File: src/rtl/rfid_spi_pkg.sv
// Shared types and helpers for the MFRC522 register-access SPI master.
package rfid_spi_pkg;

  typedef enum logic [2:0] {IDLE, SETUP, SHIFT, HOLD, DONE} state_t;

  localparam logic [2:0] CS_IDLE = 3'b111;
  localparam int unsigned RD_FLAG_BIT = 7;

  // MFRC522 address byte: read flag, 6-bit register address, reserved zero.
  function automatic logic [7:0] addr_byte(input logic rw, input logic [5:0] addr);
    logic [7:0] b;
    b = {1'b0, addr, 1'b0};
    b[RD_FLAG_BIT] = rw;
    return b;
  endfunction

endpackage

File: src/rtl/rfid_spi_sck_gen.sv
// Half-period counter for SCK timing; strobes flag the edge on which SCK toggles.
module rfid_spi_sck_gen #(
  parameter int unsigned CLK_DIV = 4
) (
  input  logic clk,
  input  logic rst,
  input  logic en,
  output logic sck,
  output logic rise_c,
  output logic fall_c
);

  localparam int unsigned CW = $clog2(CLK_DIV);

  logic [CW-1:0] cnt;
  logic          wrap_c;

  assign wrap_c = en && (cnt == CW'(CLK_DIV - 1));
  assign rise_c = wrap_c && !sck;
  assign fall_c = wrap_c && sck;

  always_ff @(posedge clk or posedge rst) begin
    if (rst) begin
      cnt <= '0;
      sck <= 1'b0;
    end else if (!en) begin
      cnt <= '0;
      sck <= 1'b0;
    end else if (wrap_c) begin
      cnt <= '0;
      sck <= ~sck;
    end else begin
      cnt <= cnt + CW'(1);
    end
  end

endmodule

File: src/rtl/rfid_spi_master.sv
// SPI mode-0 register-access master for up to three RFID readers.
// Optional burst continuation is enabled by defining RFID_SPI_BURST_EN.
module rfid_spi_master
  import rfid_spi_pkg::*;
#(
  parameter int unsigned CLK_DIV = 4
) (
  input  logic       clk,
  input  logic       rst,
  input  logic       start,
  input  logic       rw,
  input  logic [1:0] cs_sel,
  input  logic [5:0] addr,
  input  logic [7:0] wdata,
  input  logic       cont,
  output logic       busy,
  output logic       done,
  output logic       byte_done,
  output logic       err,
  output logic [7:0] rdata,
  input  logic       MISO,
  output logic       MOSI,
  output logic       SCK,
  output logic [2:0] CS
);

  state_t      state;
  logic [15:0] tx_sr;
  logic [7:0]  rx_sr;
  logic [2:0]  bit_cnt;
  logic        data_phase;
  logic        last;
  logic        rw_q;
  logic [15:0] tx_load_c;
  logic        sck_en_c;
  logic        sck_phase;
  logic        rise_c;
  logic        fall_c;

  assign tx_load_c = {addr_byte(rw, addr), rw ? 8'h00 : wdata};
  assign sck_en_c  = (state == SETUP) || (state == SHIFT) || (state == HOLD);

  rfid_spi_sck_gen #(.CLK_DIV(CLK_DIV)) u_sck_gen (
    .clk    (clk),
    .rst    (rst),
    .en     (sck_en_c),
    .sck    (sck_phase),
    .rise_c (rise_c),
    .fall_c (fall_c)
  );

`ifndef RFID_SPI_BURST_EN
  logic unused_cont;
  assign unused_cont = cont ^ sck_phase;
`else
  logic unused_phase;
  assign unused_phase = sck_phase;
`endif

  always_ff @(posedge clk or posedge rst) begin
    if (rst) begin
      state      <= IDLE;
      tx_sr      <= '0;
      rx_sr      <= '0;
      bit_cnt    <= '0;
      data_phase <= 1'b0;
      last       <= 1'b0;
      rw_q       <= 1'b0;
      busy       <= 1'b0;
      done       <= 1'b0;
      byte_done  <= 1'b0;
      err        <= 1'b0;
      rdata      <= '0;
      MOSI       <= 1'b0;
      SCK        <= 1'b0;
      CS         <= CS_IDLE;
    end else begin
      done      <= 1'b0;
      byte_done <= 1'b0;
      err       <= 1'b0;
      case (state)
        IDLE: begin
          if (start) begin
            rw_q       <= rw;
            tx_sr      <= tx_load_c;
            bit_cnt    <= '0;
            data_phase <= 1'b0;
            last       <= 1'b0;
            busy       <= 1'b1;
            // Reader index 3 does not exist: complete at once without touching the bus.
            if (cs_sel == 2'd3) begin
              state <= DONE;
              done  <= 1'b1;
              err   <= 1'b1;
            end else begin
              state <= SETUP;
              CS    <= ~(3'b001 << cs_sel);
              MOSI  <= tx_load_c[15];
            end
          end
        end
        SETUP: begin
          if (rise_c) begin
            state <= SHIFT;
            SCK   <= 1'b1;
            rx_sr <= {rx_sr[6:0], MISO};
          end
        end
        SHIFT: begin
          if (fall_c) begin
            SCK     <= 1'b0;
            tx_sr   <= {tx_sr[14:0], 1'b0};
            MOSI    <= tx_sr[14];
            bit_cnt <= bit_cnt + 3'd1;
            if (bit_cnt == 3'd7) begin
              data_phase <= 1'b1;
              if (data_phase) begin
                byte_done <= 1'b1;
                last      <= 1'b1;
                if (rw_q) rdata <= rx_sr;
              end
            end
          end else if (rise_c) begin
            // The rise slot after the final byte's low phase starts HOLD instead.
            if (last) begin
              state <= HOLD;
            end else begin
              SCK   <= 1'b1;
              rx_sr <= {rx_sr[6:0], MISO};
            end
          end
`ifdef RFID_SPI_BURST_EN
          else if (byte_done && cont) begin
            last        <= 1'b0;
            tx_sr[15:8] <= rw_q ? 8'h00 : wdata;
            MOSI        <= rw_q ? 1'b0 : wdata[7];
          end
`endif
        end
        HOLD: begin
          if (fall_c) begin
            state <= DONE;
            done  <= 1'b1;
            CS    <= CS_IDLE;
          end
        end
        DONE: begin
          state <= IDLE;
          busy  <= 1'b0;
        end
        default: state <= IDLE;
      endcase
    end
  end

endmodule

File: config.mk
export PLATFORM = sky130hd
export DESIGN_NAME = rfid_spi_master
export DESIGN_NICKNAME = d
export VERILOG_FILES = /design/src/rtl/rfid_spi_pkg.sv /design/src/rtl/rfid_spi_sck_gen.sv /design/src/rtl/rfid_spi_master.sv
export SDC_FILE = /design/constraint.sdc
export NUM_CORES = 1
export LEC_CHECK = 0
export ABC_AREA = 1
export BUFFER_PORTS_ARGS = -buffer_cell sky130_fd_sc_hd__buf_2
export CORE_MARGIN = 10
export CORE_UTILIZATION = 30
export CTS_CLUSTER_SIZE = 8
export DETAILED_ROUTE_END_ITERATION = 8
export GPL_ROUTABILITY_DRIVEN = 0
export SYNTH_ARGS = -nofsm -noshare
export SYNTH_HDL_FRONTEND = slang
export SYNTH_HIERARCHICAL = 1
export SYNTH_SLANG_ARGS = --single-unit
File: constraint.sdc
create_clock -name clk -period 1.6 [get_ports clk]
set_clock_uncertainty 0.1 [all_clocks]
set_input_delay 0.4 -clock clk [delete_from_list [all_inputs] [get_ports clk]]
set_output_delay 0.4 -clock clk [all_outputs]
set_load 0.01 [all_outputs]
==> impl_results.md, run 1 <==
* Status: complete, no violations
* Worst-Margin Slew at 0.278 ns
* DR WL/cell at 12.1 um
* First-pass GRT wire length at 9.29 mm
* Worst IR Drop VDD at 0.614 mV
* Placed Cells at 442
* Power Density at 1570 nW/um^2
* Die height at 111 um
* CP startpoint kind: register
* Post-layout min period at 1.58 ns
* Critical path arrival at 1.72 ns
* Initial core utilization at 30.7%
* CP Capture Type: register
* Most heavily used metal layer in global routing: met2
* Final Total Pwr at 5.18 mW
* Synth warn at 6
* Util after Layout at 40.3%
* Critical path fanouts, max at 9
* Setup-failing EPs final at 0
* Die width at 111 um
* Setup TNS at 0 ns
* Inserted Clock Buffers at 5
* Distinct cells, synth at 30
* H-tree levels at 2
* CP Class: reg2reg
* Syn_nets at 316
* RSZ-0062 raised after global routing: yes
* DRC errors left at 0
* Max Cap Viol at 0
* Root Buffer: clkbuf_8
* Slew margin rel. at 81.4%
* Via Count at 2089
* Clock Pin Slew Worst Setup and Hold Paths at 0.09 ns
* Clk Latency, worst-skew pair at 0.30 ns
* Input/output buffers at 37
* Overflow left after global routing at 0
* Average cell area after synthesis at 8.61 sq um
* Die area at 12400 sq um
* Io pins at 39
* Max-slew violation count at 0
* HP Class: in2reg
* Diodes inserted at 0
* Antenna-violating nets left at 0
* P_leak at 1.66 nW
* Drt total wl at 5.57 mm
* Largest net degree at the start of global routing at 44
* GRT Util Overall at 8.57%
* Non-Filler Instances at 462
* Post-synthesis cell area at 2510 sq um
* Syn Inst Count at 291
* # rows at 33
* Vias in the first global route at 2086
* Antenna violations before repair at 0
* Clock sink total at 52
* Dpl hpwl at 3.87 mm
* CTS Buffer Depth at 2
* Met1 usage at 10.1%
* Final worst slack at 0.0165 ns
* GR Util met3 at 2.74%
* Iter 0 DRT Violations at 72
* Area delta synth->final at 31.5%
* Number of synthesized register bits at 52
* Nets at 381
* Drt first pass iters at 4
* CTS tree: done
* Core box area at 8180 sq um
* Critical Path RT at 1.73 ns
* Pre-CTS setup slack at -0.00677 ns
* Layout cells sized above 1 at 38.1%
* Highest clock rate at 632 MHz
* Commonest non-fill, non-tap cell in the layout: nand2_1
* Vias per cell at 4.52
* Fin crit share at 99.0%
* Commonest non-fill, non-tap cells in the layout: nand2_1, dfrtp_1, buf_2, nand3_1, inv_1
* Met2 GRT Util at 14.8%
* Register area share after synthesis at 52.1%
* Final Hold Fails at 0
[synth_stat cells]
cell / count / share of area (%)
a21oi_1: 2 / 0.40
and2_1: 1 / 0.25
buf_2: 1 / 0.20
buf_4: 2 / 0.60
buf_6: 4 / 1.8
buf_8: 1 / 0.60
clkbuf_1: 1 / 0.15
clkinv_1: 1 / 0.15
dfrtp_1: 49 / 49
dfstp_2: 3 / 3.1
ha_1: 3 / 1.5
inv_1: 34 / 5.1
inv_2: 1 / 0.15
nand2_1: 90 / 13
nand2_2: 4 / 1.0
nand2_4: 2 / 0.90
nand3_1: 33 / 6.6
nand3_2: 1 / 0.40
nand3_4: 1 / 0.70
nand4_1: 1 / 0.25
nand4_2: 1 / 0.50
nor2_1: 10 / 1.5
nor2_2: 2 / 0.50
nor2_4: 2 / 0.90
nor3_1: 2 / 0.40
o21ai_0: 18 / 3.6
o21ai_1: 5 / 1.0
o21ai_2: 13 / 4.5
o22ai_1: 2 / 0.50
o31ai_1: 1 / 0.30
[final cells by class]
cell class	instances	area (sq um)
clock buffers	6	82.6
repair buffers	66	490
well taps	105	131
clock inverters	2	15.0
multi-input cells	195	1120
inverters	36	149
fillers	858	4880
flip-flops and latches	52	1310
[through the flow]
stage | instance area (sq um) | hold WS (ns)
after global placement | 2940 | 0.199
after global routing | 3290 | 0.200
after CTS | 3060 | 0.201
final | 3290 | 0.203
after detailed placement | 2940 | 0.200
after floorplan | 2520 | 0.0536
[registers in the layout, indices dropped and copies added (netlist names), 2 cells and up]
signal         cells
u_sck_gen/cnt      2
tx_sr             15
CS                 3
state              3
rdata              8
rx_sr              8
bit_cnt            3
[routing by layer]
metal	part of all wire [%]	wire length (um)
met5	0	0
met4	0.88	49
met3	4.5	253
met2	49	2750
met1	45	2520
[repair_timing]
action	CTS	global route
resized for setup	2	45
endpoints found under the hold margin	9	0
setup endpoints to repair	12	41
hold buffers	1	0
pin swaps	2	11
setup buffers	1	8
cloned	0	2
[worst max-delay path, stage by stage, from the launching register on]
cell and delay (ns):
dfrtp_1 0.42, buf_6 0.14, nor2_4 0.20, nand3_4 0.17, nand2_4 0.19, buf_4 0.17
nand2_1 0.07, o21ai_2 0.05
[cell families (layout without fill, tap and decap cells)]
| family | count (synthesis) | count (layout) | synth area share, % |
|---|---|---|---|
| compound gates | 41 | 41 | 10.3 |
| fa+ha+maj | 3 | 3 | 1.50 |
| buf+inv | 45 | 110 | 8.74 |
| flops | 52 | 52 | 52.1 |
| simple gates | 150 | 151 | 27.4 |
[report_power, final]
group,internal (mW),switching [mW]
combinational,1.06,1.39
sequential,1.75,0.197
clock,0.351,0.440
[final timing paths]
path	from	end	slack, ns	depth (start not counted)
min	MISO	rx_sr[0]	0.20	3
min reg2reg	rdata[0]	rdata[0]	0.38	2
max	state[2]	tx_sr[13]	0.02	7
max in group asynchronous	rst	CS[0]	0.43	4
max reg2reg	state[2]	tx_sr[13]	0.02	7
min in group asynchronous	rst	u_sck_gen/cnt[0]	0.42	3
Note: power is estimated with default switching activity, not from simulation.
==> run 2: changes to the inputs <==
--- a/config.mk
+++ b/config.mk
@@ -7,6 +7,7 @@
 export LEC_CHECK = 0
 export ABC_AREA = 1
 export BUFFER_PORTS_ARGS = -buffer_cell sky130_fd_sc_hd__buf_2
+export CORE_ASPECT_RATIO = 0.75
 export CORE_MARGIN = 10
 export CORE_UTILIZATION = 30
 export CTS_CLUSTER_SIZE = 8
==> impl_results.md, run 2 (synthesized netlist as in run 1, its figures left out) <==
* # fillers at 819 (-4.5%)
* Delay-heaviest family, CP: simple AND/OR/NAND/NOR gates
* R2R Setup Slk at 0.01 ns (about the same)
* Max-slew violation count at 0 (unchanged)
* Crit-path most repeated cell: buf_4
* Number of flip-flops under the largest register name at 15 (unchanged)
* Io pins at 39 (unchanged)
* H-tree levels at 2 (unchanged)
* Worst IR Drop VDD at 0.701 mV (+14%)
* Critical path fanouts, max at 5 (-4)
* Largest regs: tx_sr x15, rdata x8, rx_sr x8
* Vias per cell at 4.40 (-2.7%)
* Worst hold margin at 0.197 ns (-0.00621 ns)
* Power Density at 1620 nW/um^2 (+2.8%)
* Setup-failing EPs final at 0 (unchanged)
* Post-layout min period at 1.59 ns (+0.00467 ns)
* Antenna violations before repair at 0 (unchanged)
* CP Cell Sequence: buf_4 > nor2_4 > nand3_4 > buf_4 > buf_4 > nand3_1 > nand2_1
* Critical path's slowest cell: dfrtp_1
* DR WL/cell at 11.8 um (-1.8%)
* Dpl hpwl at 3.83 mm (-0.93%)
* CTS tree: done
* HP Class: in2reg
* Final Total Pwr at 5.31 mW (+2.4%)
* CP startpoint kind: register
* Most heavily used metal layer in global routing: met2
* CP Capture Type: register
* # rows at 28 (-15%)
* Nets at 379 (-0.52%)
* Clk Latency, worst-skew pair at 0.30 ns (about the same)
* Layout cells sized above 1 at 36.6% (-1.5 points)
* Final Hold Fails at 0 (unchanged)
* CTS Buffer Depth at 2 (unchanged)
* Multi-input logic area at 1140 sq um (+1.6%)
* Commonest non-fill, non-tap cell in the layout: nand2_1
* Met1 usage at 11.8% (+1.7 points)
* Vias in the first global route at 2008 (-3.7%)
* CP Class: reg2reg
* Largest register by flop count: tx_sr
* GRT Util Overall at 8.92% (+0.35 points)
* Worst-Margin Slew at 0.397 ns (+0.120 ns)
* Pre-CTS setup slack at -0.0345 ns (-0.0277 ns)
* First-pass GRT wire length at 9.49 mm (+2.2%)
* Iter 0 DRT Violations at 97 (+35%)
* Cell area after layout at 3280 sq um (-0.46%)
* Area delta synth->final at 30.9%
* Overflow left after global routing at 0 (unchanged)
* Initial core utilization at 31.2% (+0.58 points)
* Critical Path RT at 1.70 ns (-0.03 ns)
* RSZ-0062 raised after global routing: yes
* Antenna-violating nets left at 0 (unchanged)
* Placed Cells at 443 (+0.23%)
* Final worst slack at 0.0118 ns (-0.00467 ns)
* Status: complete, no violations
* Inserted Clock Buffers at 5 (unchanged)
* Met2 GRT Util at 13.7% (-1.0 points)
* Drt total wl at 5.45 mm (-2.2%)
* Area post-placement at 2930 sq um (-0.17%)
* GR Util met3 at 2.97% (+0.23 points)
* Max Cap Viol at 0 (unchanged)
* Via Count at 2023 (-3.2%)
* Core box area at 8020 sq um (-1.9%)
* Slew margin rel. at 73.5% (-7.9 points)
* Highest clock rate at 630 MHz (-0.29%)
* Non-Filler Instances at 460 (-0.43%)
* Diodes inserted at 0 (unchanged)
* Register area at 1310 sq um (unchanged)
* Clock sink total at 52 (unchanged)
* Clock Pin Slew Worst Setup and Hold Paths at 0.10 ns (about the same)
* DRC errors left at 0 (unchanged)
* Drt first pass iters at 4 (unchanged)
* Buf/Inv on CP at 3 (+1)
* Largest net degree at the start of global routing at 41 (-6.8%)
* Die area at 12400 sq um (+0.31%)
* CP peak stage delay at 0.43 ns (about the same)
* Die height at 99.2 um (-11%)
* P_leak at 1.67 nW (+1.2%)
* Fin crit share at 99.3% (+0.29 points)
* Input/output buffers at 37 (unchanged)
* Critical path arrival at 1.69 ns (-0.03 ns)
* Root Buffer: clkbuf_8
* Commonest non-fill, non-tap cells in the layout: nand2_1, dfrtp_1, buf_2, nand3_1, inv_1
* Die width at 126 um (+13%)
==> run 2: cell types whose count changed in the layout (fill, tap and decap cells not counted), moves of 2 or more <==
cell	previous run	this run
inv_1	27	29
nand2_8	0	2
o21ai_0	15	13
nand2_1	78	80
buf_4	17	20
nand2_2	13	10
buf_6	6	2
clkinvlp_4	5	2
==> run 2: per-layer routing <==
layer	wire, um	part of all wire [%]
met2	2440	45
met4	37	0.68
met1	2690	49
met3	275	5.0
met5	0	0
==> run 2: what timing repair did <==
action,CTS,global route
cloned,0,1
hold buffers,1,0
gates resized for setup,11,35
endpoints found under the setup margin,20,43
pin swaps,9,18
buffers inserted,3,4
endpoints found under the hold margin,9,0
==> run 2: worst register-to-register path, delay by kind of cell, from the launching register on <==
family / cells / cell delay [ns]
AND/OR/NAND/NOR: 4 / 0.49
flip-flops: 1 / 0.43
buffers and inverters: 3 / 0.47
==> run 2: path summary, 6_finish.rpt <==
| path | start | endpoint | cells past startpoint |
|---|---|---|---|
| worst max-delay path | state[2] | tx_sr[7] | 7 |
| worst min-delay path | MISO | rx_sr[0] | 3 |
| worst max register to register | state[2] | tx_sr[7] | 7 |
| worst min register to register | u_sck_gen/cnt[0] | u_sck_gen/cnt[0] | 1 |
| max in group asynchronous | rst | bit_cnt[0] | 4 |
| min in group asynchronous | rst | u_sck_gen/cnt[1] | 3 |
==> run 2: power breakdown <==
part	internal, mW	switching, mW
Clock	0.472	0.468
Sequential	1.75	0.229
Combinational	1.00	1.38
Total	3.22	2.08
==> run 2: area by class of cell <==
| cell class | instances | area share (%) |
|---|---|---|
| Inverter | 36 | 4.31 |
| Multi-Input combinational cell | 195 | 34.7 |
| Clock buffer | 5 | 2.10 |
| Timing Repair Buffer | 64 | 13.7 |
| Sequential cell | 52 | 39.8 |
| Clock inverter | 3 | 1.41 |
| Tap cell | 105 | 4.01 |
==> run 2: per-stage QoR <==
stage,setup TNS [ns],utilization (%)
after global routing,-2.73,40.9
after floorplan,0,-
after CTS,-0.00193,38.9
after global placement,0,36.6
after detailed placement,-0.162,36.6
final,0,40.9
==> run 3: changes to the inputs <==
==> constraint.sdc (replaced) <==
create_clock -name clk -period 1.9 [get_ports clk]
set_clock_uncertainty 0.1 [all_clocks]
set_input_delay 0.475 -clock clk [delete_from_list [all_inputs] [get_ports clk]]
set_output_delay 0.475 -clock clk [all_outputs]
set_load 0.01 [all_outputs]
==> impl_results.md, run 3 (synthesized netlist as in run 1, its figures left out) <==
* Number of flip-flops under the largest register name at 15 (unchanged)
* Input/output buffers at 37 (unchanged)
* Reg2Reg Launch Point: state[0]
* Sw frac at 39.4% (+0.19 points)
* Die height at 99.2 um (unchanged)
* Drt total wl at 5.19 mm (-4.7%)
* Worst IR Drop VDD at 0.517 mV (-26%)
* H-tree levels at 2 (unchanged)
* Antenna-violating nets left at 0 (unchanged)
* Max-slew violation count at 0 (unchanged)
* HP Class: in2reg
* Antenna violations before repair at 0 (unchanged)
* Drt first pass iters at 4 (unchanged)
* Iter 0 DRT Violations at 80 (-18%)
* DR WL/cell at 11.6 um (-2.0%)
* P_leak at 1.56 nW (-6.9%)
* Dpl hpwl at 3.93 mm (+2.5%)
* Final Hold Fails at 0 (unchanged)
* Worst hold endpoint: rx_sr[0]
* Diodes inserted at 0 (unchanged)
* Power Density at 1300 nW/um^2 (-20%)
* CTS tree: done
* Die area at 12400 sq um (unchanged)
* CP Capture Type: register
* Critical path arrival at 1.82 ns (+0.13 ns)
* Setup TNS at 0 ns (unchanged)
* Final Total Pwr at 3.89 mW (-27%)
* Via Count at 1935 (-4.3%)
* Area delta synth->final at 19.5%
* Slew margin rel. at 77.5% (+4.0 points)
* Placed Cells at 438 (-1.1%)
* Internal Power at 2.35 mW (-27%)
* Layout cells sized above 1 at 26.9% (-9.7 points)
* Worst hold margin at 0.264 ns (+0.0677 ns)
* CP peak stage delay at 0.40 ns (-0.03 ns)
* Fin crit share at 90.0% (-9.2 points)
* Reg2reg end: rx_sr[1]
* GRT Util Overall at 8.60% (-0.32 points)
* Combinational power share at 41.1% (-3.9 points)
* Critical Path RT at 2.01 ns (+0.31 ns)
* Largest register by flop count: tx_sr
* RSZ-0062 raised after global routing: no
* Vias per cell at 4.33 (-1.6%)
* R2R Setup Slk at 0.19 ns (+0.18 ns)
* Pre-CTS setup slack at 0.107 ns (+0.142 ns)
* Inserted Clock Buffers at 5 (unchanged)
* Io pins at 39 (unchanged)
* Hold Crit Start: MISO
* Commonest non-fill, non-tap cells in the layout: nand2_1, dfrtp_1, buf_2, inv_1, nand3_1
* Largest net degree at the start of global routing at 23 (-44%)
* Post-layout min period at 1.71 ns (+0.122 ns)
* Core box area at 8020 sq um (unchanged)
* Nets at 366 (-3.4%)
* Hold Crit Depth at 3 (unchanged)
* First-pass GRT wire length at 9.08 mm (-4.4%)
* Sequential share of power at 42.3% (+5.0 points)
* Commonest non-fill, non-tap cell in the layout: nand2_1
* Net Switching at 1.53 mW (-26%)
* Cell area after layout at 2990 sq um (-8.7%)
* Initial core utilization at 31.2% (unchanged)
* Clk Latency, worst-skew pair at 0.31 ns (about the same)
* DRC errors left at 0 (unchanged)
* Clock Pin Slew Worst Setup and Hold Paths at 0.10 ns (about the same)
* # rows at 28 (unchanged)
* Highest clock rate at 585 MHz (-7.1%)
* Die width at 126 um (unchanged)
* Final worst slack at 0.190 ns (+0.178 ns)
* Worst r2r path cells at 7 (unchanged)
* CP startpoint kind: register
* CTS Buffer Depth at 2 (unchanged)
* Vias in the first global route at 1896 (-5.6%)
* Critical path fanouts, max at 14 (+9)
* CP Class: reg2reg
* Util after Layout at 37.3% (-3.6 points)
* Non-Filler Instances at 447 (-2.8%)
* Setup-failing EPs final at 0 (unchanged)
* Overflow left after global routing at 0 (unchanged)
* Largest regs: tx_sr x15, rdata x8, rx_sr x8
* Clock Power Share at 16.6% (-1.1 points)
* Status: complete, no violations
* Area post-placement at 2880 sq um (-1.8%)
* Max Cap Viol at 0 (unchanged)
* Post-CTS setup buffers at 0 (-3)
* Root Buffer: clkbuf_8
* Worst-Margin Slew at 0.338 ns (-0.0596 ns)
* CP Cell Sequence: buf_4 > nor2_4 > nand2_2 > nand2_2 > nand4_2 > nand2_1 > nand2_1
* Clock sink total at 52 (unchanged)
* Critical path's slowest cell: dfrtp_1
-- run 3: changes by cell type in the layout (fill, tap and decap cells not counted), moves of 3 or more --
cell	previous run	this run
nand2_2	10	5
o21ai_2	16	13
nand3_1	30	33
buf_4	20	11
nor2_4	6	3
inv_1	29	33
nand2_1	80	89
o21ai_0	13	18
-- run 3: worst max-delay path: cells and delay by family, from the launching register on --
kind | cells | cell delay, ns
flip-flops | 1 | 0.40
buffers and inverters | 1 | 0.17
AND/OR/NAND/NOR | 6 | 0.95
-- run 3: layout make-up --
type                       count  area (sq um)
clock buffer                   5          68.8
clock inverter                 3          23.8
fill                         838          5030
inverter                      36           135
multi-input combinational    194           992
sequential                    52          1310
tap                          105           131
timing repair buffer          52           338
-- run 3: what timing repair did --
item	4_1_cts	5_1_grt
setup endpoints to repair	0	12
hold buffers	1	0
gates resized for setup	0	3
hold endpoints to repair	3	0
-- run 3: how the worst max path moves through the flow --
stage	start	endpoint	slack [ns]	depth (start not counted)
2_1_floorplan	state[0]	rdata[0]	0.13	9
3_3_place_gp	u_sck_gen/cnt[0]	rdata[5]	0.13	8
3_5_place_dp	u_sck_gen/cnt[0]	rdata[4]	0.11	8
4_1_cts	u_sck_gen/cnt[0]	CS[0]	0.07	8
5_1_grt	state[2]	rx_sr[6]	0.02	7
6_report	state[0]	rx_sr[1]	0.19	7
-- run 3: power groups by stage --
| stage | clock network (mW) | registers [mW] | logic (mW) |
|---|---|---|---|
| finish | 0.646 | 1.64 | 1.60 |
| global route | 0.725 | 1.68 | 1.83 |
| CTS | 0.678 | 1.65 | 1.62 |
| detailed placement | 0 | 1.67 | 1.61 |
| global placement | 0 | 1.65 | 1.57 |
| floorplan | 0 | 1.66 | 1.21 |
-- run 3: metal layers --
| metal | routed length, um | track usage (%) | vias to the layer above |
|---|---|---|---|
| li1 | - | - | 1021 |
| met1 | 2620 | 11.9 | 876 |
| met2 | 2190 | 12.2 | 33 |
| met3 | 334 | 3.29 | 5 |
| met4 | 46 | 2.39 | 0 |
| met5 | 0 | 0 | - |
